[config.mk]
export PLATFORM = sky130hd
export DESIGN_NAME = pe_net_tx
export DESIGN_NICKNAME = d
export VERILOG_FILES = /design/src/rtl/pe_net_pkg.sv /design/src/rtl/pe_tx_skid.sv /design/src/rtl/pe_net_tx.sv
export SDC_FILE = /design/constraint.sdc
export NUM_CORES = 1
export LEC_CHECK = 0
export BUFFER_PORTS_ARGS = -buffer_cell sky130_fd_sc_hd__buf_2
export CAP_MARGIN = 20
export CORE_ASPECT_RATIO = 1.75
export CORE_MARGIN = 2
export CORE_UTILIZATION = 45
export DETAILED_ROUTE_END_ITERATION = 10
export PLACE_DENSITY_LB_ADDON = 0.1
export SETUP_SLACK_MARGIN = 0.2
export SYNTH_ARGS = -nofsm -noshare
export SYNTH_HDL_FRONTEND = slang
export SYNTH_SLANG_ARGS = --single-unit
[constraint.sdc]
create_clock -name i_clk -period 2.7 [get_ports i_clk]
set_input_delay 0.27 -clock i_clk [delete_from_list [all_inputs] [get_ports i_clk]]
set_output_delay 0.27 -clock i_clk [all_outputs]
set_load 0.05 [all_outputs]
[src/rtl/pe_net_pkg.sv]
// Shared definitions for the PE network transmitter: flit layout, FSM encoding, defaults.
package pe_net_pkg;

  localparam int unsigned DATA_WIDTH    = 36;
  localparam int unsigned ADDR_WIDTH    = 4;
  localparam int unsigned PAYLOAD_WIDTH = DATA_WIDTH - ADDR_WIDTH;
  localparam int unsigned ADDR_MSB      = DATA_WIDTH - 1;
  localparam int unsigned ADDR_LSB      = DATA_WIDTH - ADDR_WIDTH;

  typedef enum logic [1:0] {
    ST_IDLE = 2'd0,
    ST_SEND = 2'd1,
    ST_DROP = 2'd2
  } tx_state_e;

  typedef struct packed {
    logic [ADDR_WIDTH-1:0]    dest;
    logic [PAYLOAD_WIDTH-1:0] payload;
  } flit_t;

  // Build a default-width flit from its fields.
  function automatic flit_t make_flit(input logic [ADDR_WIDTH-1:0] dest,
                                      input logic [PAYLOAD_WIDTH-1:0] payload);
    flit_t f;
    f.dest    = dest;
    f.payload = payload;
    return f;
  endfunction

endpackage

[src/rtl/pe_tx_skid.sv]
// Two-entry registered valid/ready skid buffer; output driven straight from the head register.
module pe_tx_skid #(
  parameter int unsigned DataWidth = 36
) (
  input  logic                 i_clk,
  input  logic                 i_resetn,
  input  logic                 i_valid,
  input  logic [DataWidth-1:0] i_data,
  output logic                 o_ready,
  output logic                 o_valid,
  output logic [DataWidth-1:0] o_data,
  input  logic                 i_ready
);

  logic [DataWidth-1:0] head_q;
  logic [DataWidth-1:0] tail_q;
  logic                 head_vld_q;
  logic                 full_q;
  logic                 push;
  logic                 pop;

  // Ready comes only from the registered full flag, never from i_ready.
  assign push = i_valid & ~full_q;
  assign pop  = head_vld_q & i_ready;

  always_ff @(posedge i_clk or negedge i_resetn) begin
    if (!i_resetn) begin
      head_q     <= '0;
      tail_q     <= '0;
      head_vld_q <= 1'b0;
      full_q     <= 1'b0;
    end else begin
      if (push && (!head_vld_q || pop)) begin
        head_q     <= i_data;
        head_vld_q <= 1'b1;
      end else if (push) begin
        tail_q <= i_data;
        full_q <= 1'b1;
      end else if (pop && full_q) begin
        head_q <= tail_q;
        full_q <= 1'b0;
      end else if (pop) begin
        head_vld_q <= 1'b0;
      end
    end
  end

  assign o_ready = ~full_q;
  assign o_valid = head_vld_q;
  assign o_data  = head_q;

endmodule

[src/rtl/pe_net_tx.sv]
// PE-side NoC transmitter: validates packet commands, tags payload words with dest, skid-buffers flits.
// Optional PE_NET_TX_STATS_EN adds flit/drop counters.
module pe_net_tx
  import pe_net_pkg::*;
#(
  parameter int unsigned DataWidth = DATA_WIDTH,
  parameter int unsigned AddrWidth = ADDR_WIDTH,
  parameter int unsigned LenWidth  = 8,
  parameter int unsigned MyAddr    = 0,
  parameter int unsigned MaxAddr   = 15
) (
  input  logic                           i_clk,
  input  logic                           i_resetn,
  input  logic                           i_cmd_valid,
  input  logic [AddrWidth-1:0]           i_cmd_dest,
  input  logic [LenWidth-1:0]            i_cmd_len,
  output logic                           o_cmd_ready,
  input  logic [DataWidth-AddrWidth-1:0] i_pld_data,
  input  logic                           i_pld_valid,
  output logic                           o_pld_ready,
  output logic [DataWidth-1:0]           o_data,
  output logic                           o_data_valid,
  input  logic                           i_data_ready,
  output logic                           o_err_drop
`ifdef PE_NET_TX_STATS_EN
  ,
  output logic [31:0]                    o_flit_count,
  output logic [15:0]                    o_drop_count
`endif
);

  tx_state_e             state_q;
  tx_state_e             state_d;
  logic [AddrWidth-1:0]  dest_q;
  logic [LenWidth-1:0]   rem_q;
  logic                  cmd_hs;
  logic                  pld_hs;
  logic                  cmd_illegal;
  logic                  last_word;
  logic                  skid_push;
  logic                  skid_ready;

  assign cmd_hs      = i_cmd_valid & o_cmd_ready;
  assign pld_hs      = i_pld_valid & o_pld_ready;
  assign cmd_illegal = (i_cmd_dest == AddrWidth'(MyAddr)) || (32'(i_cmd_dest) > MaxAddr);
  assign last_word   = (rem_q == '0);
  assign skid_push   = (state_q == ST_SEND) & i_pld_valid;

  always_ff @(posedge i_clk or negedge i_resetn) begin
    if (!i_resetn) state_q <= ST_IDLE;
    else           state_q <= state_d;
  end

  always_comb begin
    state_d = state_q;
    case (state_q)
      ST_IDLE:          if (cmd_hs) state_d = cmd_illegal ? ST_DROP : ST_SEND;
      ST_SEND, ST_DROP: if (pld_hs && last_word) state_d = ST_IDLE;
      default:          state_d = ST_IDLE;
    endcase
  end

  // Ready flags decode only the state and the registered skid full flag.
  always_comb begin
    o_cmd_ready = 1'b0;
    o_pld_ready = 1'b0;
    case (state_q)
      ST_IDLE: o_cmd_ready = 1'b1;
      ST_SEND: o_pld_ready = skid_ready;
      ST_DROP: o_pld_ready = 1'b1;
      default: ;
    endcase
  end

  always_ff @(posedge i_clk or negedge i_resetn) begin
    if (!i_resetn) begin
      dest_q     <= '0;
      rem_q      <= '0;
      o_err_drop <= 1'b0;
    end else begin
      o_err_drop <= cmd_hs & cmd_illegal;
      if (cmd_hs) begin
        dest_q <= i_cmd_dest;
        rem_q  <= i_cmd_len;
      end else if (pld_hs && !last_word) begin
        rem_q <= rem_q - LenWidth'(1);
      end
    end
  end

  pe_tx_skid #(
    .DataWidth (DataWidth)
  ) u_skid (
    .i_clk    (i_clk),
    .i_resetn (i_resetn),
    .i_valid  (skid_push),
    .i_data   ({dest_q, i_pld_data}),
    .o_ready  (skid_ready),
    .o_valid  (o_data_valid),
    .o_data   (o_data),
    .i_ready  (i_data_ready)
  );

`ifdef PE_NET_TX_STATS_EN
  logic [31:0] flit_count_q;
  logic [15:0] drop_count_q;

  // Flit count wraps naturally; drop count saturates.
  always_ff @(posedge i_clk or negedge i_resetn) begin
    if (!i_resetn) begin
      flit_count_q <= '0;
      drop_count_q <= '0;
    end else begin
      if (o_data_valid && i_data_ready) flit_count_q <= flit_count_q + 32'd1;
      if (cmd_hs && cmd_illegal && (drop_count_q != 16'hFFFF)) drop_count_q <= drop_count_q + 16'd1;
    end
  end

  assign o_flit_count = flit_count_q;
  assign o_drop_count = drop_count_q;
`endif

endmodule

==> run metrics <==
initial core utilization 0.4591; Post-DRT Antenna Nets 0; Die Span X 73.39 um; Worst Setup End Kind primary output; syn avg cell area 11.18 um2; Hold-fix buffers, CTS 1; number of enable flip-flop cells after synthesis 0; cells along the critical path inv_1 -> ha_1 -> nor2b_1 -> nor2_1 -> nor2_1 -> buf_2; ys async rst share 1.000; TritonRoute pass-1 iters 4; Num Clock Sinks 89; Final period util 0.7894; CP Launch Type flip-flop; Area growth, synth to finish 25.64%; # DRC 0; Post-Syn Area 3791 um2; fmax 0.4692 GHz; switching fraction of total power 0.4079; CTS max path bufs 2; dpl hpwl 5395 um; antenna violations before repair 0; status finished, final reports clean; unrepaired setup endpoints after global routing no; reg-to-reg setup timing slack 0.59 ns; vias in the first global route 2876; Yosys Warn Count 0; # rows 44; crit-path most repeated cell nor2_1; largest net degree at the start of global routing 51; Sw Pwr 2.512 mW; DRT Wirelength 8251 um; setup TNS 0 ns; post-layout min period 2.131 ns; Yosys top cell area share 0.5875; Seq/Total Area, Yosys 0.5875; P_int 3.646 mW; worst vdd ir 568.9 uV; final net count 483; #FFs+latches synth 89; post-place instance area 4370 um2; Iter 0 DRT Violations 156; Num CTS Buffers 9; PostCTS Resize Cnt 0; Top-Level Pins 89; worst-skew pair later-pin latency 0.33 ns; Worst path top cell family by delay simple AND/OR/NAND/NOR gates; core area 8258 um2; Root Buffer clkbuf_16; ys flop type dfrtp_1; worst setup margin 0.5686 ns; top cells by area in the synthesized netlist dfrtp_1 59%, mux2_2 11%, nand2_1 8.7%; Yosys top cell by area dfrtp_1; Final setup viols 0; dpl ws 0.6093 ns; gr usage total 0.1944; Worst-Margin Slew 0.6506 ns; CTS tree built; logic gate share of total power 0.395; Critical Path RT 2.43 ns; port bufs 88; first-pass GRT wire length 13830 um; WHS Path Cells 3; Fin. Hold Viols 0; critical path's slowest cell nor2b_1; total grt overflow 0; Pleak 2.389 nW; Worst-path clk slew 0.06 ns; R2R cell count 6; Distinct cells, synth 35; Post-synth top cells 89 x dfrtp_1, 88 x nand2_1, 36 x a22oi_1, 36 x mux2_2, 11 x clkbuf_1; share of cells above drive strength 1 0.3502; fin. max-slew vios 0; Clock Skew 0.005956 ns; H-tree levels 3; Finished Core Util 0.5768; critical path class reg -> out; pwr dens 1293 nW/um2; CP Buf/Inv Count 2; DR vias 2836; sequential share of power 0.369; Avg WL per Cell 15.69 um; Mapped Nets 393; final instance area 4763 um2; Vias per Instance 5.392; Crit path depth 6; gpl congestion 0.7699; clock network fraction of design power 0.236; Data arrival, critical path 1.86 ns; Largest stage delay, worst path 0.41 ns; worst hold path type in -> reg; Post-CTS Setup Bufs 0; Die Span Y 125.4 um; most frequent cell after synthesis dfrtp_1; number of diodes 0; Slew headroom 0.5663; Die ar. 9204 um2; CP max FO 6; Max-cap violations 0; Syn Inst Count 339
## layout by cell type (no fill, tap or decap), types with 3 or more instances in the layout
master,Yosys,layout
ha_1,5,5
o31ai_1,3,3
buf_4,0,6
bufinv_16,0,3
or4_1,7,7
inv_1,6,6
clkbuf_16,0,9
buf_2,5,87
a31oi_1,7,6
nor2_1,10,9
or3_1,3,3
nand2_1,88,88
dfrtp_1,89,89
o21ai_0,5,5
mux2_2,36,36
o211ai_1,4,4
a22oi_1,36,36
## final cells by class
type	instances	area, um2
Clock buffer	12	256.5
Clock inverter	4	98.84
Fill cell	721	3495
Inverter	6	22.52
Multi-Input combinational cell	227	1505
Sequential cell	89	2227
Tap cell	92	115.1
Timing Repair Buffer	96	538.0
## worst reg2reg max path: stages (launching register included)
cell	delay, ns
dfrtp_1	0.39
inv_1	0.08
ha_1	0.15
nor2b_1	0.41
o2111ai_1	0.33
or4_1	0.48
a31oi_1	0.18
## power by group through the flow
stage | Sequential [mW] | Combinational, mW | Clock, mW
global placement | 2.28 | 2.37 | 0
global route | 2.36 | 2.64 | 1.55
floorplan | 3.10 | 0.976 | 0
CTS | 2.28 | 2.43 | 1.49
detailed placement | 2.30 | 2.42 | 0
finish | 2.27 | 2.43 | 1.45
## per-layer routing
metal	GRT usage	part of all wire	vias up
li1	-	-	1379
met1	0.2354	0.42	1396
met2	0.3323	0.52	51
met3	0.04512	0.038	10
met4	0.06738	0.016	0
met5	0	0	-
## metrics by stage
step | hold slack (ns) | std cells | total power, mW
2_1_floorplan | -0.02559 | 339 | 4.076
3_3_place_gp | 0.3470 | 508 | 4.658
3_5_place_dp | 0.3534 | 508 | 4.720
4_1_cts | 0.1248 | 525 | 6.200
5_1_grt | 0.1475 | 526 | 6.553
6_report | 0.1376 | 526 | 6.158
## flip-flops by register name, indices dropped and copies added, names as in the netlist
name,flops
rem_q,8
u_skid.o_valid,1
u_skid.o_data,36
dest_q,4
u_skid.full_q,1
o_err_drop,1
state_q,2
u_skid.tail_q,36
## final timing paths
path                                                from                             to
min in group asynchronous                       i_resetn  u_skid.o_data[14]$_DFFE_PN0P_
min reg2reg                u_skid.o_data[23]$_DFFE_PN0P_  u_skid.o_data[23]$_DFFE_PN0P_
min                                         i_cmd_len[2]           rem_q[2]$_DFFE_PN0P_
max reg2reg                       state_q[1]$_DFFE_PN0P_           rem_q[6]$_DFFE_PN0P_
max in group asynchronous                       i_resetn  u_skid.tail_q[27]$_DFFE_PN0P_
max                               state_q[1]$_DFFE_PN0P_                    o_pld_ready
## cell families (layout without fill, tap and decap cells)
family	count (synthesis)	in the layout	synth area share
compound gates	63	63	0.1188
fa+ha+maj	5	5	0.01650
buf+inv	23	118	0.02442
flops	89	89	0.5875
mux	36	36	0.1069
simple gates	123	123	0.1459
(Power assumes the default switching activity.)
